[src/rtl/pipe_ctrl_pkg.sv]
// Shared opcodes, ALUOp encodings, control bundle and FSM state type
// for the pipelined control unit.
package pipe_ctrl_pkg;

  localparam logic [6:0] R_TYPE = 7'b0110011;
  localparam logic [6:0] LW     = 7'b0000011;
  localparam logic [6:0] SW     = 7'b0100011;
  localparam logic [6:0] BR     = 7'b1100011;
  localparam logic [6:0] OP_IMM = 7'b0010011;
  localparam logic [6:0] LUI    = 7'b0110111;
  localparam logic [6:0] JAL    = 7'b1101111;
  localparam logic [6:0] JALR   = 7'b1100111;

  localparam logic [1:0] ALUOP_MEM   = 2'b00;
  localparam logic [1:0] ALUOP_BR    = 2'b01;
  localparam logic [1:0] ALUOP_ARITH = 2'b10;
  localparam logic [1:0] ALUOP_PASS  = 2'b11;

  typedef struct packed {
    logic       alusrc;
    logic       memtoreg;
    logic       regwrite;
    logic       memread;
    logic       memwrite;
    logic [1:0] aluop;
    logic       branch;
    logic       jalrsel;
    logic       illegal;
  } ctrl_t;

  localparam ctrl_t CTRL_BUBBLE = '0;

  typedef enum logic {
    IDLE,
    STALL
  } stall_state_t;

endpackage

[src/rtl/ctrl_decode.sv]
// Combinational opcode decoder: control bundle plus source-register usage flags.
module ctrl_decode
  import pipe_ctrl_pkg::*;
(
  input  logic [6:0] opcode,
  output ctrl_t      ctrl,
  output logic       rs1_used,
  output logic       rs2_used
);

  always_comb begin
    ctrl = CTRL_BUBBLE;
    case (opcode)
      R_TYPE: begin
        ctrl.regwrite = 1'b1;
        ctrl.aluop    = ALUOP_ARITH;
      end
      LW: begin
        ctrl.alusrc   = 1'b1;
        ctrl.memtoreg = 1'b1;
        ctrl.regwrite = 1'b1;
        ctrl.memread  = 1'b1;
        ctrl.aluop    = ALUOP_MEM;
      end
      SW: begin
        ctrl.alusrc   = 1'b1;
        ctrl.memwrite = 1'b1;
        ctrl.aluop    = ALUOP_MEM;
      end
      BR: begin
        ctrl.branch = 1'b1;
        ctrl.aluop  = ALUOP_BR;
      end
      OP_IMM: begin
        ctrl.alusrc   = 1'b1;
        ctrl.regwrite = 1'b1;
        ctrl.aluop    = ALUOP_ARITH;
      end
      LUI: begin
        ctrl.alusrc   = 1'b1;
        ctrl.regwrite = 1'b1;
        ctrl.aluop    = ALUOP_PASS;
      end
      JAL: begin
        ctrl.alusrc   = 1'b1;
        ctrl.regwrite = 1'b1;
        ctrl.branch   = 1'b1;
        ctrl.aluop    = ALUOP_PASS;
      end
      JALR: begin
        ctrl.alusrc   = 1'b1;
        ctrl.regwrite = 1'b1;
        ctrl.jalrsel  = 1'b1;
        ctrl.aluop    = ALUOP_PASS;
      end
      default: ctrl.illegal = 1'b1;
    endcase
  end

  assign rs1_used = (opcode != LUI) && (opcode != JAL);
  assign rs2_used = (opcode == R_TYPE) || (opcode == SW) || (opcode == BR);

endmodule

[src/rtl/pipe_ctrl_unit.sv]
// ID/EX control register with load-use stall FSM and redirect flush; decode -> EX in one edge.
// Optional stall/flush performance counters under PIPE_CTRL_PERF_CNT_EN.
module pipe_ctrl_unit
  import pipe_ctrl_pkg::*;
#(
  parameter int REG_ADDR_W = 5,
  parameter int LOAD_LAT   = 1,
  parameter int CNT_W      = 32
) (
  input  logic                  clk,
  input  logic                  reset,
  input  logic [6:0]            id_opcode_i,
  input  logic [REG_ADDR_W-1:0] id_rs1_i,
  input  logic [REG_ADDR_W-1:0] id_rs2_i,
  input  logic [REG_ADDR_W-1:0] id_rd_i,
  input  logic                  ex_redirect_i,
  output logic                  ex_alusrc_o,
  output logic                  ex_memtoreg_o,
  output logic                  ex_regwrite_o,
  output logic                  ex_memread_o,
  output logic                  ex_memwrite_o,
  output logic [1:0]            ex_aluop_o,
  output logic                  ex_branch_o,
  output logic                  ex_jalrsel_o,
  output logic [REG_ADDR_W-1:0] ex_rd_o,
  output logic                  stall_o,
  output logic                  flush_o,
  output logic                  illegal_o
`ifdef PIPE_CTRL_PERF_CNT_EN
  ,
  output logic [CNT_W-1:0]      stall_cnt_o,
  output logic [CNT_W-1:0]      flush_cnt_o
`endif
);

  localparam int CNT_BITS = $clog2(LOAD_LAT + 1);

  if (LOAD_LAT < 1 || LOAD_LAT > 7 || CNT_W < 1) begin : g_bad_params
    $error("pipe_ctrl_unit: LOAD_LAT must be 1..7 and CNT_W positive");
  end

  ctrl_t                 id_ctrl;
  ctrl_t                 ex_ctrl;
  logic                  rs1_used;
  logic                  rs2_used;
  logic                  hazard;
  logic                  load_bubble;
  stall_state_t          state;
  stall_state_t          state_nxt;
  logic [CNT_BITS-1:0]   cnt;
  logic [CNT_BITS-1:0]   cnt_nxt;

  ctrl_decode u_decode (
    .opcode   (id_opcode_i),
    .ctrl     (id_ctrl),
    .rs1_used (rs1_used),
    .rs2_used (rs2_used)
  );

  // x0 is hardwired, so a load targeting it never produces a dependency.
  assign hazard = ex_ctrl.memread && (ex_rd_o != '0) &&
                  ((rs1_used && (ex_rd_o == id_rs1_i)) ||
                   (rs2_used && (ex_rd_o == id_rs2_i)));

  assign flush_o = ex_redirect_i && !reset;

  always_ff @(posedge clk or posedge reset) begin
    if (reset) begin
      state <= IDLE;
      cnt   <= '0;
    end else begin
      state <= state_nxt;
      cnt   <= cnt_nxt;
    end
  end

  always_comb begin
    state_nxt = state;
    cnt_nxt   = cnt;
    if (ex_redirect_i) begin
      state_nxt = IDLE;
      cnt_nxt   = '0;
    end else begin
      case (state)
        IDLE: begin
          if (hazard && (LOAD_LAT > 1)) begin
            state_nxt = STALL;
            cnt_nxt   = CNT_BITS'(LOAD_LAT - 1);
          end
        end
        STALL: begin
          cnt_nxt = cnt - CNT_BITS'(1);
          if (cnt == CNT_BITS'(1)) state_nxt = IDLE;
        end
        default: state_nxt = IDLE;
      endcase
    end
  end

  // A redirect squashes the ID instruction, so it overrides any pending stall.
  always_comb begin
    stall_o     = 1'b0;
    load_bubble = 1'b0;
    if (!reset) begin
      if (ex_redirect_i) begin
        load_bubble = 1'b1;
      end else begin
        case (state)
          IDLE:    stall_o = hazard;
          STALL:   stall_o = 1'b1;
          default: stall_o = 1'b0;
        endcase
        load_bubble = stall_o;
      end
    end
  end

  always_ff @(posedge clk or posedge reset) begin
    if (reset) begin
      ex_ctrl <= CTRL_BUBBLE;
      ex_rd_o <= '0;
    end else if (load_bubble) begin
      ex_ctrl <= CTRL_BUBBLE;
      ex_rd_o <= '0;
    end else begin
      ex_ctrl <= id_ctrl;
      ex_rd_o <= id_rd_i;
    end
  end

  assign ex_alusrc_o   = ex_ctrl.alusrc;
  assign ex_memtoreg_o = ex_ctrl.memtoreg;
  assign ex_regwrite_o = ex_ctrl.regwrite;
  assign ex_memread_o  = ex_ctrl.memread;
  assign ex_memwrite_o = ex_ctrl.memwrite;
  assign ex_aluop_o    = ex_ctrl.aluop;
  assign ex_branch_o   = ex_ctrl.branch;
  assign ex_jalrsel_o  = ex_ctrl.jalrsel;
  assign illegal_o     = ex_ctrl.illegal;

`ifdef PIPE_CTRL_PERF_CNT_EN
  always_ff @(posedge clk or posedge reset) begin
    if (reset) begin
      stall_cnt_o <= '0;
      flush_cnt_o <= '0;
    end else begin
      if (stall_o) stall_cnt_o <= stall_cnt_o + CNT_W'(1);
      if (flush_o) flush_cnt_o <= flush_cnt_o + CNT_W'(1);
    end
  end
`endif

endmodule
[config.mk]
export PLATFORM = sky130hd
export DESIGN_NAME = pipe_ctrl_unit
export DESIGN_NICKNAME = d
export VERILOG_FILES = /design/src/rtl/pipe_ctrl_pkg.sv /design/src/rtl/ctrl_decode.sv /design/src/rtl/pipe_ctrl_unit.sv
export SDC_FILE = /design/constraint.sdc
export NUM_CORES = 1
export LEC_CHECK = 0
export ABC_AREA = 1
export BUFFER_PORTS_ARGS = -buffer_cell sky130_fd_sc_hd__buf_2
export CORE_MARGIN = 5
export CORE_UTILIZATION = 51
export DETAILED_ROUTE_END_ITERATION = 8
export GPL_ROUTABILITY_DRIVEN = 0
export PLACE_DENSITY = 0.84
export SYNTH_ARGS = -nofsm -noshare
export SYNTH_HDL_FRONTEND = slang
export SYNTH_SLANG_ARGS = --single-unit
[constraint.sdc]
create_clock -name clk -period 4 [get_ports clk]
set_input_delay 0.2 -clock clk [delete_from_list [all_inputs] [get_ports clk]]
set_output_delay 0.2 -clock clk [all_outputs]
set_load 0.05 [all_outputs]
Word level (Yosys, flattened, before mapping)
Index checks and enable logic that the tools add are counted.
- bits in registers: 17
- input bits: 25
- output and inout port bits: 17
- add/subtract/negate cells: 1
- equal/unequal tests: 12
- multiplexer cells: 20
- bitwise operators: 1
- reductions and logical operators: 18
- operator list (kind ; number):
    $eq 7x6->1 const B ; 3
    $eq 7x7->1 const B ; 3
    $mux 1 ; 16
    $reduce_or 6->1 ; 2
    $eq 5x5->1 ; 2
    $mux 10 ; 1
    $reduce_or 8->1 ; 1
    $eq 7x2->1 const B ; 1
    $eq 7x5->1 const B ; 1
    $ne 7x6->1 const B ; 1
    $ne 7x7->1 const B ; 1
    $logic_and 1x1->1 ; 6
    $pmux 2 s3 ; 1
    $mux 5 ; 1
    $reduce_bool 5->1 ; 1
    $reduce_or 2->1 ; 2
    $logic_or 1x1->1 ; 3
    $reduce_or 3->1 ; 1
    $pmux 1 s2 ; 1
    $reduce_bool 2->1 ; 1
    $logic_not 1->1 ; 1
    $not 1->1 ; 1
    $sub 1x1->1 const B ; 1

Depth between registers and ports, before layout
- word-level depth: 10
- gate-level depth with buffers: 12
- depth with buffers taken out: 11

Cells and area by module
A second synthesis with hierarchy kept.
- cell total of the unflattened synthesis: 166
- area, all modules: 1189.9 µm²
- by module, submodules not included (module ; instances ; cells each ; area each (µm²)):
    pipe_ctrl_unit ; 1 ; 117 ; 905.9
    ctrl_decode ; 1 ; 49 ; 284.0

Worst setup path after synthesis
Ideal clock, no wire load.
- kind: reg-to-output
- start point: register ex_rd_o[0]
- end point: output port stall_o
- data arrival time: 2.324 ns
- slack: 1.476 ns
- cell stages (with the launch flop): 11
- cells stage by stage: dfrtp_1 inv_1 nand2_1 nand2_1 nor2_1 nand2_1 nor2_1 nand2_2 nand2_2 a21oi_1 nor3_1
- word-level cells in the longest chain between the ends: 7
- elaborated cells on any way between the ends: 11
- those cells by class: eq/ne (2); mux (3); reduce/logical (6)
- ends and longest elaborated chain (element ; line ; text):
    start: declaration ; pipe_ctrl_unit.sv:25 ; output logic [REG_ADDR_W-1:0] ex_rd_o,
    start signal: assignment ; pipe_ctrl_unit.sv:127 ; ex_rd_o <= id_rd_i;
    $eq 5x5->1 (on tied branches) ; pipe_ctrl_unit.sv:62, pipe_ctrl_unit.sv:63 ;
    $logic_and 1x1->1 (on tied branches) ; pipe_ctrl_unit.sv:62, pipe_ctrl_unit.sv:63 ;
    $logic_or 1x1->1 ; pipe_ctrl_unit.sv:62 ; ((rs1_used && (ex_rd_o == id_rs1_i)) ||
    $logic_and 1x1->1 (*) ; pipe_ctrl_unit.sv:61 ; assign hazard = ex_ctrl.memread && (ex_rd_o != '0) &&
    $pmux 1 s2 (*) ; pipe_ctrl_unit.sv:108 ; case (state)
    $mux 1 (*) ; pipe_ctrl_unit.sv:105 ; if (ex_redirect_i) begin
    $mux 1 (*) ; pipe_ctrl_unit.sv:104 ; if (!reset) begin
    end: declaration ; pipe_ctrl_unit.sv:26 ; output logic stall_o,
Every way passes the cells marked *; elsewhere a longest branch is shown, timed or not.

Final worst setup path
- start point: register ex_rd_o[2]
- end point: output port stall_o
Same word-level chain as after synthesis.

==> impl_metrics.toml <==
[outcome]
status = "complete, no violations"

[critical_path]
crit_fanout = 4
r2r-start = "ex_rd_o[2]"
crit_end = "stall_o"
path_class = "reg2out"
worstPathCellList = "inv_1 -> nand2_1 -> o21ai_1 -> inv_1 -> nand2_1 -> nor2_1 -> nand2_2 -> nand2_2 -> a21oi_1 -> nor3_1 -> buf_2"
r2r_cells = 11
worstReg2RegEnd = "ex_alusrc_o"
cp-end-kind = "primary output"
worst_path_max_delay_cell = "dfrtp_1"
rrSetupSlack_ns = 2.52
required_ns = 3.80
max_stage_delay_ns = 0.39
startpoint = "ex_rd_o[2]"
crit_path_start_kind = "register"
crit_arrival_ns = 1.72

[sta]
fmax_mhz = 520.1
setup_slack_ns = 2.077
holdWs_ns = 0.1237
fin_worst_skew_ns = 0.002137
worstMarginPinSlew_ns = 1.143
setup_tns_ns = 0
setup_violations = 0
hold_viol = 0
rsz0062_at_grt = "false"
finalMaxSlewViolations = 0
min_period_ns = 1.923
timing.slew.headroom_pct = 23.73
min_period_over_period_pct = 48.06

[die]
core_region_area_um2 = 1942
die_area_um2 = 3009
ios = 42
die_y_um = 54.85
placement_rows = 16
dieWidth_um = 54.85
start_util_pct = 52.84

[routing]
via_per_inst = 4.676
drtAntennaViolNets = 0
wire_per_inst_um = 10.10
drt_iter0_markers = 11
routed_wl_um = 2120
drc_errors = 0
vias = 982
first_pass_iters = 4

[cts]
ctsHoldBuffers = 0
clk_pin_slew_ns = 0.08
cts-root-buf = "clkbuf_4"
ctsHtreeMaxLevel = 1
post_cts_buffers = 0
cts.path.max_buffers = 2
cts_resized = 0
insertion_delay_ns = 0.27
clock_sinks = 16
cts_buffers = 3
cts_tree = "yes"

[placement]
dpl_worst_slack_ns = 2.358
port_buffers = 41
hpwl_um = 1837
placed_cell_area_um2 = 1242

[synthesis]
yosys_register_bits = 16
ys_types = 22
yosys_warnings = 0
synthesis.area_um2 = 1026
yosysSeqAreaShare_pct = 39.02
syn_area_per_cell_um2 = 7.225
synth_fp_nets = 167
synth_cells = 142

[grt]
grtUsageMet2_pct = 30.51
met1_usage_pct = 18.03
grt_busiest_layer = "met2"
grt-ovfl-total = 0
grt_max_degree = 31
grt_usage_pct = 15.92
antenna_found_initial = 0
grt_pass1_vias = 946
grt.met3_usage_pct = 1.090
grt_pass1_wl_um = 3539

[flow_run]
drv_cap = 0

[final_layout]
num-nets-final = 210
multi_input_area_um2 = 467.9
n_antenna_cell = 0
syn_to_final_growth_pct = 23.29
drive_gt1_share_pct = 38.25
layout_commonest_cell = "buf_2"
most-common-layout-cells = "buf_2, nand2_1, inv_1"
seqCellArea_um2 = 400.4
fillCellCount = 184
final_area_um2 = 1265

[pwr]
total_power_w = 0.0003333
max-vdd-ir-drop_uv = 149.1
power_density_nw_per_um2 = 263.5
leakage_nw = 0.7692

[worst_hold_path]
hp-class = "in2reg"
-- cell type report --
cell class                 instances  area share (%)
timing repair buffer              41           16.22
inverter                          36           10.68
multi-input combinational         87           36.99
tap                               27           2.671
clock buffer                       3           1.780
sequential                        16           31.65
-- report_power, final --
| group | leakage [nW] | internal [W] | switching, W | total (W) |
|---|---|---|---|---|
| Clock | 0.0138 | 0.0000348 | 0.0000432 | 0.0000781 |
| Sequential | 0.211 | 0.000167 | 0.00000355 | 0.000170 |
| Combinational | 0.544 | 0.0000256 | 0.0000593 | 0.0000848 |
| Total | 0.769 | 0.000227 | 0.000106 | 0.000333 |
-- flip-flops by register name, summed over array words and instances, names as in the netlist --
| register | cells |
|---|---|
| ex_rd_o | 5 |
| state | 1 |
| ex_memwrite_o | 1 |
| illegal_o | 1 |
| ex_branch_o | 1 |
| ex_aluop_o | 2 |
| ex_jalrsel_o | 1 |
| ex_alusrc_o | 1 |
| ex_regwrite_o | 1 |
| cnt | 1 |
| ex_memread_o | 1 |
-- cells in the mapped netlist --
cell type,instances,area (um^2)
dfrtp_1,16,400.4
inv_2,5,18.77
buf_1,1,3.750
nor2_2,1,6.260
o21bai_1,1,7.510
buf_4,1,7.510
a21oi_2,10,87.58
buf_6,1,11.26
o21ai_1,1,5.000
a21oi_1,6,30.03
nor3_1,2,10.01
nor2_1,11,41.29
nand3_4,1,17.52
a31oi_1,1,6.260
o21ai_0,1,5.000
nor2_4,3,33.78
nand2_2,6,37.54
inv_1,30,112.6
nand4_1,4,25.02
nand2_1,32,120.1
nand3_1,7,35.03
clkinv_1,1,3.750
-- stage by stage --
| stage | util, % | cells |
|---|---|---|
| after floorplan | - | 142 |
| after global placement | 63.98 | 207 |
| after detailed placement | 63.98 | 207 |
| after CTS | 65.14 | 210 |
| after global routing | 65.14 | 210 |
| final | 65.14 | 210 |
-- cells by family (layout without fill, tap and decap cells) --
kind of cell    Yosys count  in the layout  share of synthesized area [%]
compound gates           20             20                          13.78
buf+inv                  39             80                          15.37
flops                    16             16                          39.02
simple gates             67             67                          31.83
-- layer usage --
metal | vias up | routed length (um) | share of wire (%)
li1 | 512 | - | -
met1 | 444 | 846 | 40
met2 | 24 | 1152 | 54
met3 | 2 | 113 | 5.3
met4 | 0 | 8 | 0.38
met5 | - | 0 | 0
-- critical path, delay by kind of cell (launching register included) --
family | cells | cell delay (ns)
and+or+nand+nor | 6 | 0.50
DFF | 1 | 0.39
buffers and inverters | 3 | 0.42
AOI/OAI and AO/OA | 2 | 0.12
-- how the worst min path moves through the flow --
stage | start | end | slack [ns] | depth (start not counted)
after global routing | id_rd_i[2] | ex_rd_o[2] | 0.12 | 3
final | ex_redirect_i | state | 0.12 | 2
after detailed placement | ex_redirect_i | state | 0.42 | 2
after CTS | ex_redirect_i | state | 0.12 | 2
after floorplan | ex_redirect_i | state | 0.28 | 1
after global placement | ex_redirect_i | state | 0.40 | 2
Note: power is estimated with default switching activity, not from simulation.
